==> src/rtl/serv_dbus_seq.sv <==
// Data-bus sequencer: turns one aligned load/store request into a single
// Wishbone cycle and reports completion, misalignment, bus error or timeout.
module serv_dbus_seq #(
  parameter int unsigned TIMEOUT = 255
) (
  input  logic        i_clk,
  input  logic        i_rst,
  input  logic        i_req,
  input  logic        i_we,
  input  logic [1:0]  i_size,
  input  logic [31:0] i_adr,
  input  logic [31:0] i_wdat,
  output logic        o_ack,
  output logic        o_load,
  output logic [31:0] o_rdat,
  output logic [1:0]  o_lsb,
  output logic        o_misalign,
  output logic        o_err,
  output logic        o_wb_cyc,
  output logic        o_wb_stb,
  output logic        o_wb_we,
  output logic [31:0] o_wb_adr,
  output logic [3:0]  o_wb_sel,
  output logic [31:0] o_wb_dat,
  input  logic [31:0] i_wb_rdt,
  input  logic        i_wb_ack,
  input  logic        i_wb_err,
  output logic [1:0]  o_state_dbg
);
  // Handshake: i_req is a level sampled only in IDLE; o_ack pulses for one
  // cycle per access, the core drops i_req the cycle after o_ack, and any
  // i_req seen high in IDLE starts a new access.

  typedef enum logic [1:0] {
    IDLE  = 2'd0,
    BUS   = 2'd1,
    RESP  = 2'd2,
    FAULT = 2'd3
  } state_e;

  localparam int CW = (TIMEOUT > 1) ? $clog2(TIMEOUT) : 1;
  localparam logic [CW-1:0] TO_LAST = (TIMEOUT > 0) ? CW'(TIMEOUT - 1) : '0;

  state_e        state_q;
  logic [CW-1:0] cnt_q;
  logic          ack_q, load_q, err_q, mis_q, cyc_q, we_q;
  logic [31:0]   rdat_q, adr_q, dat_q;
  logic [1:0]    lsb_q;
  logic [3:0]    sel_q;

  logic [3:0]    sel_d;
  logic          misalign_d;
  logic          timeout_d;

  always_comb begin
    sel_d      = 4'b1111;
    misalign_d = 1'b0;
    case (i_size)
      2'b00: sel_d = 4'b0001 << i_adr[1:0];
      2'b01: begin
        sel_d      = i_adr[1] ? 4'b1100 : 4'b0011;
        misalign_d = i_adr[0];
      end
      default: misalign_d = |i_adr[1:0];
    endcase
  end

  // Counter reaches TO_LAST on the TIMEOUT-th cycle with cyc high.
  assign timeout_d = (TIMEOUT != 0) && (cnt_q == TO_LAST);

  always_ff @(posedge i_clk or posedge i_rst) begin
    if (i_rst) begin
      state_q <= IDLE;
      cnt_q   <= '0;
      ack_q   <= 1'b0;
      load_q  <= 1'b0;
      err_q   <= 1'b0;
      mis_q   <= 1'b0;
      cyc_q   <= 1'b0;
      we_q    <= 1'b0;
      rdat_q  <= '0;
      adr_q   <= '0;
      dat_q   <= '0;
      lsb_q   <= '0;
      sel_q   <= '0;
    end else begin
      ack_q  <= 1'b0;
      load_q <= 1'b0;
      err_q  <= 1'b0;
      mis_q  <= 1'b0;
      case (state_q)
        IDLE: begin
          if (i_req) begin
            lsb_q <= i_adr[1:0];
            if (misalign_d) begin
              ack_q   <= 1'b1;
              mis_q   <= 1'b1;
              state_q <= FAULT;
            end else begin
              we_q    <= i_we;
              adr_q   <= {i_adr[31:2], 2'b00};
              sel_q   <= sel_d;
              dat_q   <= i_wdat;
              cyc_q   <= 1'b1;
              cnt_q   <= '0;
              state_q <= BUS;
            end
          end
        end
        BUS: begin
          cnt_q <= cnt_q + CW'(1);
          if (i_wb_err || i_wb_ack || timeout_d) begin
            cyc_q   <= 1'b0;
            ack_q   <= 1'b1;
            state_q <= RESP;
            // Error beats ack; ack beats a coincident timeout.
            if (i_wb_err) begin
              err_q <= 1'b1;
            end else if (i_wb_ack) begin
              load_q <= !we_q;
              if (!we_q) rdat_q <= i_wb_rdt;
            end else begin
              err_q <= 1'b1;
            end
          end
        end
        RESP: begin
          cnt_q   <= '0;
          state_q <= IDLE;
        end
        default: state_q <= IDLE;
      endcase
    end
  end

  assign o_ack       = ack_q;
  assign o_load      = load_q;
  assign o_err       = err_q;
  assign o_misalign  = mis_q;
  assign o_rdat      = rdat_q;
  assign o_lsb       = lsb_q;
  assign o_wb_cyc    = cyc_q;
  assign o_wb_stb    = cyc_q;
  assign o_wb_we     = we_q;
  assign o_wb_adr    = adr_q;
  assign o_wb_sel    = sel_q;
  assign o_wb_dat    = dat_q;
  assign o_state_dbg = state_q;

endmodule

==> config.mk <==
export PLATFORM = sky130hd
export DESIGN_NAME = serv_dbus_seq
export DESIGN_NICKNAME = d
export VERILOG_FILES = /design/src/rtl/serv_dbus_seq.sv
export SDC_FILE = /design/constraint.sdc
export NUM_CORES = 1
export LEC_CHECK = 0
export BUFFER_PORTS_ARGS = -buffer_cell sky130_fd_sc_hd__buf_2
export CAP_MARGIN = 5
export CORE_MARGIN = 1
export CORE_UTILIZATION = 49
export CTS_BUF_LIST = sky130_fd_sc_hd__clkbuf_2 sky130_fd_sc_hd__clkbuf_4 sky130_fd_sc_hd__clkbuf_8
export DETAILED_ROUTE_END_ITERATION = 10
export GPL_ROUTABILITY_DRIVEN = 0
export PLACE_DENSITY_LB_ADDON = 0.15
export RECOVER_POWER = 25
export SYNTH_ARGS = -nofsm -noshare
export SYNTH_HDL_FRONTEND = slang
export SYNTH_SLANG_ARGS = --single-unit
==> constraint.sdc <==
create_clock -name i_clk -period 4 [get_ports i_clk]
set_input_delay 0.6 -clock i_clk [delete_from_list [all_inputs] [get_ports i_clk]]
set_output_delay 0.6 -clock i_clk [all_outputs]
set_load 0.005 [all_outputs]
==> key figures, run 1 <==
CTS
  • Setup repair bufs after CTS: 0
  • Post_cts resized: 0
  • Root buffer cell: clkbuf_8
  • Worst-path clk slew: 70 ps
  • H-tree levels: 4
  • CTS max path bufs: 2
  • Clk sinks: 116
  • CTS tree: yes
  • Clock latency at the later pin of the worst-skew pair: 420 ps
  • Hold buffers post-CTS: 0
  • Num CTS Buffers: 17

Synth
  • Top-area cell type share of the netlist area: 59.3%
  • Ys Warns: 0
  • Post-synthesis sequential area ratio: 59.3%
  • Synth top cells by count: dfrtp_1, mux2_4, mux2_2
  • Post-synthesis instance total: 315
  • Synth cell types: 46
  • Synth async-reset ratio: 100%
  • Synth Area per Inst: 15.5 sq um
  • Cell area after synthesis: 4890 sq um
  • Synth area leader: dfrtp_1
  • Count leader, synth: dfrtp_1
  • Synth Flop Type: dfrtp_1
  • Flops & latches, synth: 116
  • Number of enable flip-flop cells after synthesis: 0
  • Ranking of synthesized cells by area: dfrtp_1, mux2_4, mux2_2

Detailed routing
  • 1st-pass router iterations: 4
  • Post-route DRC: 0
  • Final ANT Viol Nets: 0
  • DR vias/cell: 4.91
  • Routed via count: 3,309
  • DRT iter0 DRCs: 92
  • WL final: 10,400 um
  • Routed len/inst: 15.5 um

Worst setup path
  • CP Capture Type: register
  • CP Launch Type: register
  • R2r startpoint: o_state_dbg[0]
  • R2R depth: 3
  • Worst path cell trace: or3b_4, a211o_4, mux2_4
  • Critical Path RT: 4290 ps
  • Reg2reg end: o_wb_adr[30]
  • CP Class: reg -> reg
  • CP delay by family, top: compound AO/OA/AOI/OAI gates
  • CP Max Fanout: 64
  • Reg2Reg Setup Slack: 1600 ps
  • Buf/Inv on CP: 0
  • CP max-delay cell: a211o_4
  • Worst path arrival time: 2700 ps
  • Number of stages on the worst setup path: 3
  • Max stage delay on crit path: 660 ps

Global route
  • Largest net degree at the start of global routing: 65
  • First-pass GRT wire length: 15,600 um
  • Initial antenna violation count: 0
  • GR Util All Layers: 20.1%
  • GR Overflow Total: 0
  • Vias in the first global route: 3,149

STA
  • Final Hold Viols: 0
  • Crit share post-route: 60.1%
  • Worst Skew: 8.57 ps
  • Post-route setup TNS: 0 ps
  • Fmax: 416 MHz
  • Slew Viols, Final: 40
  • Max transition margin: -10.6%
  • Unrepaired setup endpoints after global routing: false
  • Tightest Pin Transition: 1650 ps
  • Worst hold slack: 409 ps
  • Setup violations, final: 0
  • Post-route minimum period: 2400 ps
  • Post-layout worst setup margin: 1600 ps

Finish
  • Finished Cell Area: 6390 sq um
  • Register area: 2900 sq um
  • # nets final: 635
  • Fill cells: 770
  • N_diodes: 0
  • Layout area overhead: 30.5%
  • Area of the multi-input gates: 1820 sq um
  • Share of cells above drive strength 1: 64.1%

Die
  • Row count: 36
  • Initial Utilization: 50.3%
  • Core area: 9730 sq um
  • Die H: 102 um
  • I/O pin count: 215
  • Die ar.: 10,400 sq um
  • Die width: 102 um

Placement
  • Placed cell areas: 6020 sq um
  • Place WS: 1520 ps
  • Port bufs: 212
  • Detail Placement HPWL: 7480 um

Power
  • Static Leakage: 3.34 nW
  • Pwr Density: 732 nW/um^2
  • Tot Pwr: 4.68 mW
  • Max VDD drop: 0.344 mV

Worst hold path
  • HP Class: in -> reg
  • Hold path cells: 2
  • Hold Startpoint: i_adr[14]
  • Min-Delay Endpoint: o_wb_adr[14]

Status
  • Failing checks: max-capacitance violations, max-slew violations
  • Status: finished, violations left

Run
  • # Max-Cap Violations: 1
worst reg2reg max path, stage by stage, from the launching register on:
cell and delay, ps:
dfrtp_1 560, or3b_4 540, a211o_4 660, mux2_4 520
cells by family (layout without fill, tap and decap cells):
| family | count (synthesis) | count (layout) | synth area share (%) |
|---|---|---|---|
| fa+ha+maj | 2 | 2 | 0.511 |
| simple gates | 32 | 32 | 4.06 |
| buf+inv | 32 | 257 | 3.86 |
| xor+xnor | 1 | 1 | 0.179 |
| other cells | 1 | 2 | 0.0766 |
| flops | 116 | 116 | 59.3 |
| compound gates | 35 | 35 | 5.39 |
| mux | 96 | 96 | 26.6 |
layer usage:
layer  track usage (%)  up-vias  wire length, um
met5                 0        -                0
met1              25.6     1591             4370
li1                  -     1555                -
met2              31.4      147             5050
met4              9.34        0              170
met3              6.70       16              838
worst max path at each step:
stage / start / to / slack [ps]
2_1_floorplan: i_rst / cnt_q[0] / 330
3_3_place_gp: i_req / o_wb_dat[30] / 1560
3_5_place_dp: i_req / o_wb_dat[30] / 1520
4_1_cts: o_state_dbg[0] / o_wb_dat[30] / 1610
5_1_grt: o_state_dbg[0] / o_wb_dat[30] / 1470
6_report: o_state_dbg[0] / o_wb_adr[30] / 1600
state kept, by name (all words and copies together), names as in the netlist, 2 cells and up:
signal       count
o_wb_dat        32
o_wb_adr        30
o_lsb            2
o_wb_sel         4
o_rdat          32
cnt_q            8
o_state_dbg      2
report_power, final:
part | leakage [nW] | total (mW) | switching (mW) | internal (mW)
Sequential | 1.40 | 2.04 | 0.321 | 1.72
Clock | 0.183 | 0.995 | 0.449 | 0.546
Combinational | 1.75 | 1.64 | 0.601 | 1.04
cell usage in the layout (no fill, tap or decap), types with 3 or more instances in the layout:
cell type | synthesis | routed
buf_2 | 4 | 211
dfrtp_1 | 116 | 116
mux2_4 | 59 | 59
mux2_2 | 37 | 37
clkbuf_8 | 0 | 20
inv_1 | 11 | 10
o211ai_1 | 8 | 8
a21oi_1 | 5 | 5
nor2_1 | 4 | 4
clkinvlp_4 | 0 | 4
clkinv_2 | 0 | 4
nand2b_1 | 3 | 3
nor2b_1 | 3 | 3
a22o_1 | 3 | 3
nand2_1 | 3 | 3
nand4_1 | 3 | 3
buf_4 | 3 | 3
layout make-up:
| type | count | area share (%) |
|---|---|---|
| Inverter | 11 | 0.666 |
| Sequential cell | 116 | 45.5 |
| Timing Repair Buffer | 215 | 16.9 |
| Multi-Input combinational cell | 168 | 28.5 |
| Clock inverter | 9 | 1.25 |
| Clock buffer | 22 | 4.55 |
| Tap cell | 133 | 2.61 |
through the flow:
stage                     util [%]  std cells
after floorplan                  -        316
after detailed placement      61.9        643
final                         65.6        674
after global routing          65.6        674
after CTS                     65.7        674
after global placement        61.9        643
No activity file was read; power rests on OpenSTA's default activity.
==> run 2: changes to the inputs <==
- clock period: 4 -> 2.45 ns (I/O delays scaled with it)
==> key figures, run 2 (same netlist as run 1, synthesis figures left out) <==
CTS
  • Hold buffers post-CTS: 0
  • Num CTS Buffers: 17
  • CTS tree: yes
  • Root buffer cell: clkbuf_8
  • Clk sinks: 116
  • Clock latency at the later pin of the worst-skew pair: 420 ps
  • CTS max path bufs: 2
  • H-tree levels: 4
  • Worst-path clk slew: 80 ps
  • Post_cts resized: 0
  • Setup repair bufs after CTS: 0

Detailed routing
  • Post-route DRC: 0
  • Routed len/inst: 15.6 um
  • WL final: 10,600 um
  • Routed via count: 3,340
  • Final ANT Viol Nets: 0
  • DRT iter0 DRCs: 81
  • 1st-pass router iterations: 4
  • DR vias/cell: 4.93

Worst setup path
  • Max stage delay on crit path: 530 ps
  • CP Capture Type: register
  • Worst path arrival time: 2380 ps
  • R2R depth: 4
  • Critical Path RT: 2740 ps
  • CP Class: reg -> reg
  • CP max-delay cell: or3b_4
  • Buf/Inv on CP: 1
  • Worst path cell trace: or3b_4, a211o_4, buf_12, mux2_4
  • Reg2Reg Setup Slack: 360 ps
  • CP Max Fanout: 64
  • CP Launch Type: register
  • R2r startpoint: o_state_dbg[1]
  • Reg2reg end: o_wb_adr[16]
  • Number of stages on the worst setup path: 4
  • CP delay by family, top: simple AND/OR/NAND/NOR gates

Finish
  • Layout area overhead: 32.8%
  • Share of cells above drive strength 1: 64.4%
  • N_diodes: 0
  • Most frequent cells in the layout: buf_2, dfrtp_1, mux2_4, mux2_2, clkbuf_8
  • Commonest non-fill, non-tap cell in the layout: buf_2
  • Fill cells: 744
  • Area of the multi-input gates: 1820 sq um
  • Register area: 2900 sq um
  • Utilization after layout: 66.8%
  • # nets final: 639

Die
  • Die ar.: 10,400 sq um
  • Row count: 36
  • Core area: 9730 sq um
  • Die H: 102 um
  • Initial Utilization: 50.3%
  • Die width: 102 um
  • I/O pin count: 215

STA
  • Tightest Pin Transition: 1560 ps
  • Worst hold slack: 175 ps
  • Unrepaired setup endpoints after global routing: false
  • Post-route setup TNS: 0 ps
  • Crit share post-route: 85.2%
  • Max transition margin: -4.90%
  • Fmax: 479 MHz
  • Setup violations, final: 0
  • Post-route minimum period: 2090 ps
  • Slew Viols, Final: 38
  • Final Hold Viols: 0
  • Worst Skew: 12.7 ps

Status
  • Failing checks: max-capacitance violations, max-slew violations
  • Status: finished, violations left

Global route
  • Met1 Resource Use GR: 25.6%
  • Vias in the first global route: 3,271
  • M3 GR Usage: 8.07%
  • First-pass GRT wire length: 16,000 um
  • Grt peak-use layer: met2
  • GR Util All Layers: 20.7%
  • Largest net degree at the start of global routing: 65
  • Initial antenna violation count: 0
  • GR Overflow Total: 0
  • Met2 usage: 33.7%

Placement
  • Port bufs: 212
  • Detail Placement HPWL: 7610 um

Power
  • Pwr Density: 1230 nW/um^2
  • Max VDD drop: 0.705 mV
  • Static Leakage: 3.40 nW

Run
  • # Max-Cap Violations: 1

Worst hold path
  • Min-Delay Endpoint: o_wb_dat[20]
  • Hold path cells: 2
  • HP Class: in -> reg
  • Hold Startpoint: i_wdat[20]
==> run 2: worst max path at each step <==
stage / start / endpoint
after floorplan: o_state_dbg[1] / o_wb_adr[11]
after global placement: o_state_dbg[1] / o_wb_adr[15]
after detailed placement: o_state_dbg[1] / o_wb_dat[13]
after CTS: o_state_dbg[1] / o_wb_adr[16]
after global routing: i_rst / o_wb_adr[7]
final: o_state_dbg[1] / o_wb_adr[16]
==> run 2: per-layer routing <==
layer  routed length (um)  vias up  share of wire, %
met5                    0        -                 0
met4                   48        0              0.45
met3                  822        5               7.8
met2                 5170      152                49
met1                 4520     1616                43
li1                     -     1567                 -
==> run 2: layout make-up <==
| cell class | instances | share of cell area [%] |
|---|---|---|
| clock inverter | 13 | 3.20 |
| multi-input combinational | 168 | 28.0 |
| sequential | 116 | 44.7 |
| clock buffer | 18 | 3.72 |
| timing repair buffer | 219 | 17.2 |
| inverter | 11 | 0.654 |
| tap | 133 | 2.56 |
==> run 2: per-stage QoR <==
| step | instance area (sq um) | total power, mW | std cells | setup WS, ps |
|---|---|---|---|---|
| global placement | 6090 | 5.98 | 647 | 472 |
| global route | 6500 | 8.52 | 678 | 309 |
| floorplan | 4900 | 4.85 | 316 | 574 |
| finish | 6500 | 8.00 | 678 | 364 |
| CTS | 6540 | 8.10 | 678 | 383 |
| detailed placement | 6090 | 6.07 | 647 | 421 |
==> run 2: where the power goes <==
| part | total, mW | switching, mW | internal (mW) |
|---|---|---|---|
| combinational | 2.70 | 1.00 | 1.70 |
| sequential | 3.31 | 0.503 | 2.81 |
| clock | 1.99 | 0.772 | 1.22 |
==> run 3: changes to the inputs <==
- CORE_ASPECT_RATIO: unset -> 1.25
- PLACE_DENSITY: unset -> 0.83
- PLACE_DENSITY_LB_ADDON: 0.15 -> unset
==> key figures, run 3 (same netlist as run 1, synthesis figures left out) <==
Worst setup path
  • Reg2reg end: o_wb_dat[21]
  • R2R depth: 4
  • Critical Path RT: 2740 ps
  • CP Max Fanout: 30
  • Reg2Reg Setup Slack: 430 ps
  • R2r startpoint: o_state_dbg[0]
  • Worst path arrival time: 2310 ps
  • CP Capture Type: register
  • CP Class: reg -> reg
  • CP Launch Type: register

CTS
  • Clock latency at the later pin of the worst-skew pair: 410 ps
  • Worst-path clk slew: 80 ps
  • CTS max path bufs: 2
  • Clk sinks: 116
  • Setup repair bufs after CTS: 0
  • Root buffer cell: clkbuf_8
  • Hold buffers post-CTS: 0
  • Post_cts resized: 0
  • H-tree levels: 4
  • CTS tree: yes
  • Num CTS Buffers: 17

Detailed routing
  • DR vias/cell: 5.10
  • Post-route DRC: 0
  • WL final: 11,100 um
  • 1st-pass router iterations: 4
  • Routed via count: 3,430
  • DRT iter0 DRCs: 108
  • Routed len/inst: 16.5 um
  • Final ANT Viol Nets: 0

STA
  • Post-route setup TNS: 0 ps
  • Fmax: 496 MHz
  • Worst hold slack: 179 ps
  • Final Hold Viols: 0
  • Crit share post-route: 82.4%
  • Worst Skew: 7.49 ps
  • Post-route minimum period: 2020 ps
  • Max transition margin: 22.5%
  • Slew Viols, Final: 0
  • Tightest Pin Transition: 1160 ps
  • Unrepaired setup endpoints after global routing: false
  • Setup violations, final: 0

Power
  • Static Leakage: 3.41 nW
  • Max VDD drop: 0.606 mV
  • Psw: 2.33 mW
  • Pwr Density: 1220 nW/um^2
  • Switching share of power: 29.4%
  • Sequential Power Share: 42.1%
  • Comb pwr share: 34.8%
  • Clk pwr share: 23.1%
  • Pint: 5.60 mW

Placement
  • Port bufs: 212
  • Dpl cells: 641
  • Detail Placement HPWL: 8300 um

Die
  • Initial Utilization: 50.7%
  • I/O pin count: 215
  • Die width: 91.4 um
  • Core area: 9660 sq um
  • Row count: 40
  • Die H: 114 um
  • Die ar.: 10,400 sq um

Finish
  • Most frequent cells in the layout: buf_2, dfrtp_1, mux2_4, mux2_2, clkbuf_8
  • Share of cells above drive strength 1: 64.7%
  • # nets final: 640
  • Utilization after layout: 67.5%
  • Layout area overhead: 33.1%
  • Finished Layout Cells: 673
  • N_diodes: 0
  • Commonest non-fill, non-tap cell in the layout: buf_2

Global route
  • GR Util All Layers: 22.0%
  • GR Overflow Total: 0
  • Largest net degree at the start of global routing: 55
  • Vias in the first global route: 3,557
  • Initial antenna violation count: 0
  • First-pass GRT wire length: 17,600 um

Worst hold path
  • Hold Startpoint: i_wdat[7]
  • Min-Delay Endpoint: o_wb_dat[7]
  • Hold path cells: 2
  • HP Class: in -> reg

Status
  • Status: completed

Run
  • # Max-Cap Violations: 0
## run 3: worst max path at each step
stage	startpoint	to	slack, ps	cells past startpoint
final	o_state_dbg[0]	o_wb_dat[21]	430	4
after global routing	o_state_dbg[0]	o_wb_dat[21]	390	4
after CTS	o_state_dbg[0]	o_wb_dat[21]	450	4
after detailed placement	i_req	o_wb_dat[21]	390	5
after global placement	i_req	o_wb_adr[13]	430	5
after floorplan	o_state_dbg[1]	o_wb_adr[11]	570	6
## run 3: critical path, cell delays in order, from the launching register on
cell and delay, ps:
dfrtp_1 410, or3b_4 470, a211o_4 430, buf_12 240, mux2_4 330
## run 3: area by class of cell
cell class / instances / area (sq um)
clock inverter: 12 / 154
timing repair buffer: 220 / 1170
multi-input combinational: 168 / 1820
sequential: 116 / 2900
clock buffer: 20 / 269
fill: 689 / 3140
tap: 126 / 158
inverter: 11 / 42.5
## run 3: layer usage
layer,global-route usage [%],part of all wire (%)
met5,0,0
met4,7.62,1.6
met3,5.40,4.7
met2,39.9,55
met1,25.2,39
## run 3: power by group through the flow
stage | Combinational (mW) | Clock [mW] | Sequential [mW]
6_report | 2.76 | 1.83 | 3.34
2_1_floorplan | 1.47 | 0 | 3.38
5_1_grt | 2.97 | 1.98 | 3.46
3_5_place_dp | 2.80 | 0 | 3.35
4_1_cts | 2.80 | 1.88 | 3.34
3_3_place_gp | 2.69 | 0 | 3.30
## run 3: metrics by stage
stage | total power [mW] | setup WS (ps) | instance area (sq um)
2_1_floorplan | 4.85 | 574 | 4900
3_3_place_gp | 5.99 | 427 | 6110
3_5_place_dp | 6.15 | 385 | 6110
4_1_cts | 8.02 | 446 | 6530
5_1_grt | 8.40 | 393 | 6520
6_report | 7.93 | 432 | 6520
